File: config.mk
export PLATFORM = sky130hd
export DESIGN_NAME = score_bcd_accum
export DESIGN_NICKNAME = d
export VERILOG_FILES = /design/src/rtl/score_bcd_accum_pkg.sv /design/src/rtl/bcd_digit_add.sv /design/src/rtl/score_bcd_accum.sv
export SDC_FILE = /design/constraint.sdc
export NUM_CORES = 1
export LEC_CHECK = 0
export ABC_AREA = 1
export CORE_MARGIN = 2
export CORE_UTILIZATION = 55
export CTS_CLUSTER_DIAMETER = 50
export DETAILED_ROUTE_END_ITERATION = 12
export PLACE_DENSITY = 0.9
export SYNTH_ARGS = -nofsm -noshare
export SYNTH_HDL_FRONTEND = slang
export SYNTH_SLANG_ARGS = --single-unit
File: constraint.sdc
create_clock -name clk_mode -period 8.95 [get_ports clk_mode]
set_input_delay 1.79 -clock clk_mode [delete_from_list [all_inputs] [get_ports clk_mode]]
set_output_delay 1.79 -clock clk_mode [all_outputs]
set_load 0.01 [all_outputs]
File: src/rtl/score_bcd_accum_pkg.sv
// Shared definitions for the score accumulator: FSM states, BCD digit width
// and the points-per-apple rule.
package score_bcd_accum_pkg;

  localparam int BCD_W = 4;

  typedef enum logic [1:0] {
    ST_IDLE = 2'd0,
    ST_ADD  = 2'd1,
    ST_CMP  = 2'd2
  } state_t;

  // Tens digit added per apple: 2*speed+1, i.e. 10/30/50/70 points.
  function automatic logic [BCD_W-1:0] points_tens(input logic [1:0] speed);
    return {1'b0, speed, 1'b1};
  endfunction

endpackage

File: src/rtl/bcd_digit_add.sv
// Combinational single-digit BCD adder with carry in/out.
module bcd_digit_add
  import score_bcd_accum_pkg::*;
(
  input  logic [BCD_W-1:0] a,
  input  logic [BCD_W-1:0] b,
  input  logic             cin,
  output logic [BCD_W-1:0] sum,
  output logic             cout
);

  logic [BCD_W:0] raw;

  always_comb begin
    raw  = {1'b0, a} + {1'b0, b} + {{BCD_W{1'b0}}, cin};
    sum  = raw[BCD_W-1:0];
    cout = 1'b0;
    if (raw > (BCD_W+1)'(9)) begin
      sum  = BCD_W'(raw - (BCD_W+1)'(10));
      cout = 1'b1;
    end
  end

endmodule

File: src/rtl/score_bcd_accum.sv
// BCD score accumulator: adds apple points one digit per cycle through a
// shared digit adder, tracks the high score, queues one pending apple.
module score_bcd_accum
  import score_bcd_accum_pkg::*;
#(
  parameter int DIGITS  = 4,
  parameter int SPEED_W = 2
) (
  input  logic                      clk_mode,
  input  logic                      rst,
  input  logic                      apple_valid,
  input  logic [SPEED_W-1:0]        speed,
  input  logic                      score_zero,
  output logic [BCD_W*DIGITS-1:0]   score_bcd,
  output logic [BCD_W*DIGITS-1:0]   high_bcd,
  output logic                      busy,
  output logic                      new_high,
  output logic                      saturated,
  output logic                      dropped
);

  localparam int W     = BCD_W * DIGITS;
  localparam int IDX_W = $clog2(DIGITS);
  localparam logic [IDX_W-1:0] IDX_ONE  = IDX_W'(1);
  localparam logic [IDX_W-1:0] IDX_LAST = IDX_W'(DIGITS - 1);

  state_t             state_q, state_nx;
  logic [IDX_W-1:0]   idx_q, idx_nx;
  logic               carry_q, carry_nx;
  logic [BCD_W-1:0]   addend_q, addend_nx;
  logic [W-1:0]       score_q, score_nx;
  logic [W-1:0]       high_q, high_nx;
  logic               sat_q, sat_nx;
  logic               pend_q, pend_nx;
  logic [1:0]         pend_spd_q, pend_spd_nx;
  logic               new_high_q, new_high_nx;
  logic               dropped_q, dropped_nx;

  logic [1:0]         speed_ext;
  logic [BCD_W-1:0]   dig_a, dig_b, dig_sum;
  logic               dig_cout;

  assign speed_ext = 2'(speed);
  assign dig_a     = score_q[int'(idx_q)*BCD_W +: BCD_W];
  // Only digit 1 receives the addend; higher digits see just the carry.
  assign dig_b     = (idx_q == IDX_ONE) ? addend_q : '0;

  bcd_digit_add u_digit_add (
    .a    (dig_a),
    .b    (dig_b),
    .cin  (carry_q),
    .sum  (dig_sum),
    .cout (dig_cout)
  );

  always_comb begin
    state_nx    = state_q;
    idx_nx      = idx_q;
    carry_nx    = carry_q;
    addend_nx   = addend_q;
    score_nx    = score_q;
    high_nx     = high_q;
    sat_nx      = sat_q;
    pend_nx     = pend_q;
    pend_spd_nx = pend_spd_q;
    new_high_nx = 1'b0;
    dropped_nx  = 1'b0;

    if (score_zero) begin
      score_nx = '0;
      sat_nx   = 1'b0;
      pend_nx  = 1'b0;
      carry_nx = 1'b0;
      state_nx = ST_IDLE;
    end else begin
      if (state_q != ST_IDLE && apple_valid) begin
        if (pend_q) begin
          dropped_nx = 1'b1;
        end else begin
          pend_nx     = 1'b1;
          pend_spd_nx = speed_ext;
        end
      end

      case (state_q)
        ST_IDLE: begin
          if (pend_q) begin
            addend_nx = points_tens(pend_spd_q);
            idx_nx    = IDX_ONE;
            carry_nx  = 1'b0;
            state_nx  = ST_ADD;
            // A fresh apple arriving while the pending one starts takes its slot.
            pend_nx   = apple_valid;
            if (apple_valid) pend_spd_nx = speed_ext;
          end else if (apple_valid) begin
            addend_nx = points_tens(speed_ext);
            idx_nx    = IDX_ONE;
            carry_nx  = 1'b0;
            state_nx  = ST_ADD;
          end
        end
        ST_ADD: begin
          score_nx[int'(idx_q)*BCD_W +: BCD_W] = dig_sum;
          carry_nx = dig_cout;
          if (idx_q == IDX_LAST) begin
            if (dig_cout) begin
              score_nx = {DIGITS{4'h9}};
              sat_nx   = 1'b1;
            end
            state_nx = ST_CMP;
          end else if (!dig_cout) begin
            state_nx = ST_CMP;
          end else begin
            idx_nx = idx_q + IDX_W'(1);
          end
        end
        ST_CMP: begin
          // Valid BCD orders the same as plain unsigned binary.
          if (score_q > high_q) begin
            high_nx     = score_q;
            new_high_nx = 1'b1;
          end
          state_nx = ST_IDLE;
        end
        default: state_nx = ST_IDLE;
      endcase
    end
  end

  always_ff @(posedge clk_mode) begin
    if (rst) begin
      state_q    <= ST_IDLE;
      idx_q      <= '0;
      carry_q    <= 1'b0;
      addend_q   <= '0;
      score_q    <= '0;
      high_q     <= '0;
      sat_q      <= 1'b0;
      pend_q     <= 1'b0;
      pend_spd_q <= '0;
      new_high_q <= 1'b0;
      dropped_q  <= 1'b0;
    end else begin
      state_q    <= state_nx;
      idx_q      <= idx_nx;
      carry_q    <= carry_nx;
      addend_q   <= addend_nx;
      score_q    <= score_nx;
      high_q     <= high_nx;
      sat_q      <= sat_nx;
      pend_q     <= pend_nx;
      pend_spd_q <= pend_spd_nx;
      new_high_q <= new_high_nx;
      dropped_q  <= dropped_nx;
    end
  end

  assign score_bcd = score_q;
  assign high_bcd  = high_q;
  assign busy      = (state_q != ST_IDLE);
  assign new_high  = new_high_q;
  assign saturated = sat_q;
  assign dropped   = dropped_q;

endmodule
==> qor.yml <==
global_route:
  grt_pass1_wl_um: 11300
  grt_start_max_net_pins: 34
  grtUsageTotal: 0.257
  grt_pass1_vias: 2493
  grt.overflow.total: 0
  antenna_found_initial: 0
timing:
  rsz0062_at_grt: "false"
  tightest_slew_ps: 937
  min_period_ps: 3690
  hold_violations: 0
  period_share: 0.413
  finalSetupViolations: 0
  max-slew-margin-rel: 0.374
  hold_ws_ps: 476
  tns_ps: 0
  max_freq_mhz: 271
  worst_slack_ps: 5260
  final.setup_skew_ps: 5.93
  drv_slew: 0
synth:
  synth_compound_area_frac: 0.210
  yosys_warnings: 0
  synth_cell_type_count: 35
  yosys.area_share.xor_xnor: 0.00311
  synth_edf_count: 0
  avgSynthCellArea_sq_um: 7.16
  synthArstFlopShare: 0
  synth_simple_gate_area_frac: 0.238
  ys_seq_elements: 46
  synth_area_sq_um: 2810
  synthFlopType: "dfxtp_1"
  muxShareOfSynthArea: 0
  synth_top_family_by_area: "simple AND/OR/NAND/NOR gates"
  synthTopCellsByArea: "dfxtp_1 33%, nand2_1 11%, ha_1 11%"
  synth_top_area_frac: 0.327
  syn_nets: 425
  yosys.area_share.adder: 0.121
  ys_seq_area_frac: 0.327
  yosys.area.top_type: "dfxtp_1"
  synthCells: 393
setup_path:
  worstPathArrival_ps: 3880
  crit_path_end_kind: "register"
  worstPathMaxFanout: 18
  worstSetupPathType: "register to register"
  cp_slowest_cell: "dfxtp_1"
  critPathMostFrequentCell: "nand2_1"
  crit_path_cell_trace: "inv_2 -> nand2_1 -> a21oi_1 -> a21oi_1 -> fa_1 -> inv_1 -> fa_1 -> nand2_1 -> nand2_1 -> inv_1 -> ha_1 -> inv_1 -> nand2_1 -> inv_1 -> nand3_2 -> nand2_4 -> inv_2 -> nor2_4 -> nor2_4 -> nand2_1 -> nor2_1 -> nor2_1"
  cpPeakStageDelay_ps: 720
  cp-start-kind: "register"
  required_ps: 9140
clocking:
  clk_latency_ps: 300
  htree_levels: 2
  cts_root_buffer: "clkbuf_8"
  cts_hold_buf: 0
  cts_sinks: 46
  cts_resized: 0
  postCtsSetupBuffers: 0
  clockBufferDepth: 2
  cts_buffers: 5
  path_clk_slew_ps: 80
  cts_tree: "yes"
final_layout:
  layout.cells.most_common: "nand2_1"
  area_delta_synth_final_pct: 18.2
  nets: 461
  stdcell_count: 499
  insertedDiodeCount: 0
  num-fill-cells: 455
  final_cell_mix: "82 x nand2_1, 54 x inv_1, 46 x dfxtp_1"
  drive_gt1_frac: 0.0769
floorplan:
  io_pins: 42
  die_y_um: 75.5
  die_area_sq_um: 5700
  coreArea_sq_um: 5010
  die_w_um: 75.5
  rows: 26
  initial_core_util: 0.561
route:
  antenna_left: 0
  routed_wl_um: 6860
  drtIter0Drc: 138
  wl_per_cell_um: 13.7
  via_count: 2770
  drc_errors: 0
  vias_per_cell: 5.55
  firstDrtPassIters: 4
power_and_ir_drop:
  comb_power_share: 0.137
  swShare: 0.275
  p_leak_uw: 0.00130
  ir_worst_vdd_v: 0.0000684
  seqPwrFrac: 0.549
  power_uw: 386
  p_sw_uw: 106
  intPower_uw: 280
  power.density_nw_per_um2: 116
  power_frac_clock: 0.314
run:
  drv_cap: 0
run_status:
  status: "finished clean"
place:
  dpl_worst_slack_ps: 5160
  gp_congestion: 0.964
  place_inst: 492
  dp_hpwl_um: 5310
  portBuffers: 41
worst_hold_path:
  min_path_type: "register to register"
==> worst max-delay path, delay by kind of cell (launching register included) <==
family	cells	cell delay, ps
AND/OR/NAND/NOR	11	1220
adder cells (fa/ha/maj)	3	750
flip-flops	1	720
buffers and inverters	6	580
AO/OA/AOI/OAI	2	290
==> kinds of logic after synthesis <==
logic type,count (synthesis)
adders and majority gates,26
DFF,46
xor gates and xnor gates,1
buffers and inverters,70
AOI/OAI and AO/OA,99
and+or+nand+nor,151
==> per-stage QoR <==
| stage | utilization | instance area, sq um |
|---|---|---|
| 6_report | 0.664 | 3330 |
| 5_1_grt | 0.664 | 3330 |
| 4_1_cts | 0.664 | 3330 |
| 3_5_place_dp | 0.648 | 3250 |
| 3_3_place_gp | 0.648 | 3250 |
| 2_1_floorplan | - | 2810 |
==> worst paths after layout <==
kind,slack [ps],cells past startpoint,to,start
max,5260,22,score_bcd[7],idx_q[0]
min,480,2,addend_q[2],addend_q[2]
max reg2reg,5260,22,score_bcd[7],idx_q[0]
min reg2reg,480,2,addend_q[2],addend_q[2]
==> state kept, by name, summed over array words and instances (netlist names) <==
name	cells
dropped	1
score_bcd	16
state_q	2
addend_q	3
pend_q	1
idx_q	2
new_high	1
saturated	1
carry_q	1
pend_spd_q	2
high_bcd	16
==> synthesized netlist by cell type (all sizes together) (6+ instances only) <==
| master | number |
|---|---|
| a21oi | 47 |
| o21ai | 38 |
| inv | 58 |
| nor2 | 33 |
| ha | 24 |
| buf | 6 |
| nor3 | 7 |
| clkbuf | 6 |
| dfxtp | 46 |
| nand2 | 85 |
| nand3 | 16 |
==> metal layers <==
| layer | vias up | track usage | wire (um) |
|---|---|---|---|
| li1 | 1369 | - | - |
| met1 | 1285 | 0.331 | 2930 |
| met2 | 105 | 0.444 | 3390 |
| met3 | 11 | 0.0450 | 446 |
| met4 | 0 | 0.0663 | 95 |
| met5 | - | 0 | 0 |
==> power groups by stage <==
| stage | Clock [uW] | Sequential (uW) | Combinational, uW |
|---|---|---|---|
| 2_1_floorplan | 0 | 215 | 39.2 |
| 4_1_cts | 122 | 212 | 52.4 |
| 3_5_place_dp | 0 | 217 | 52.2 |
| 3_3_place_gp | 0 | 217 | 50.3 |
| 6_report | 121 | 212 | 52.8 |
| 5_1_grt | 131 | 212 | 59.8 |
==> final cells by class <==
class	instances	area (sq um)	share of cell area
Multi-Input combinational cell	277	1610	0.484
Inverter	58	218	0.0655
Tap cell	70	87.6	0.0263
Clock inverter	1	7.51	0.00226
Timing Repair Buffer	41	410	0.123
Clock buffer	6	72.6	0.0218
Sequential cell	46	921	0.277
Note: power is estimated with default switching activity, not from simulation.
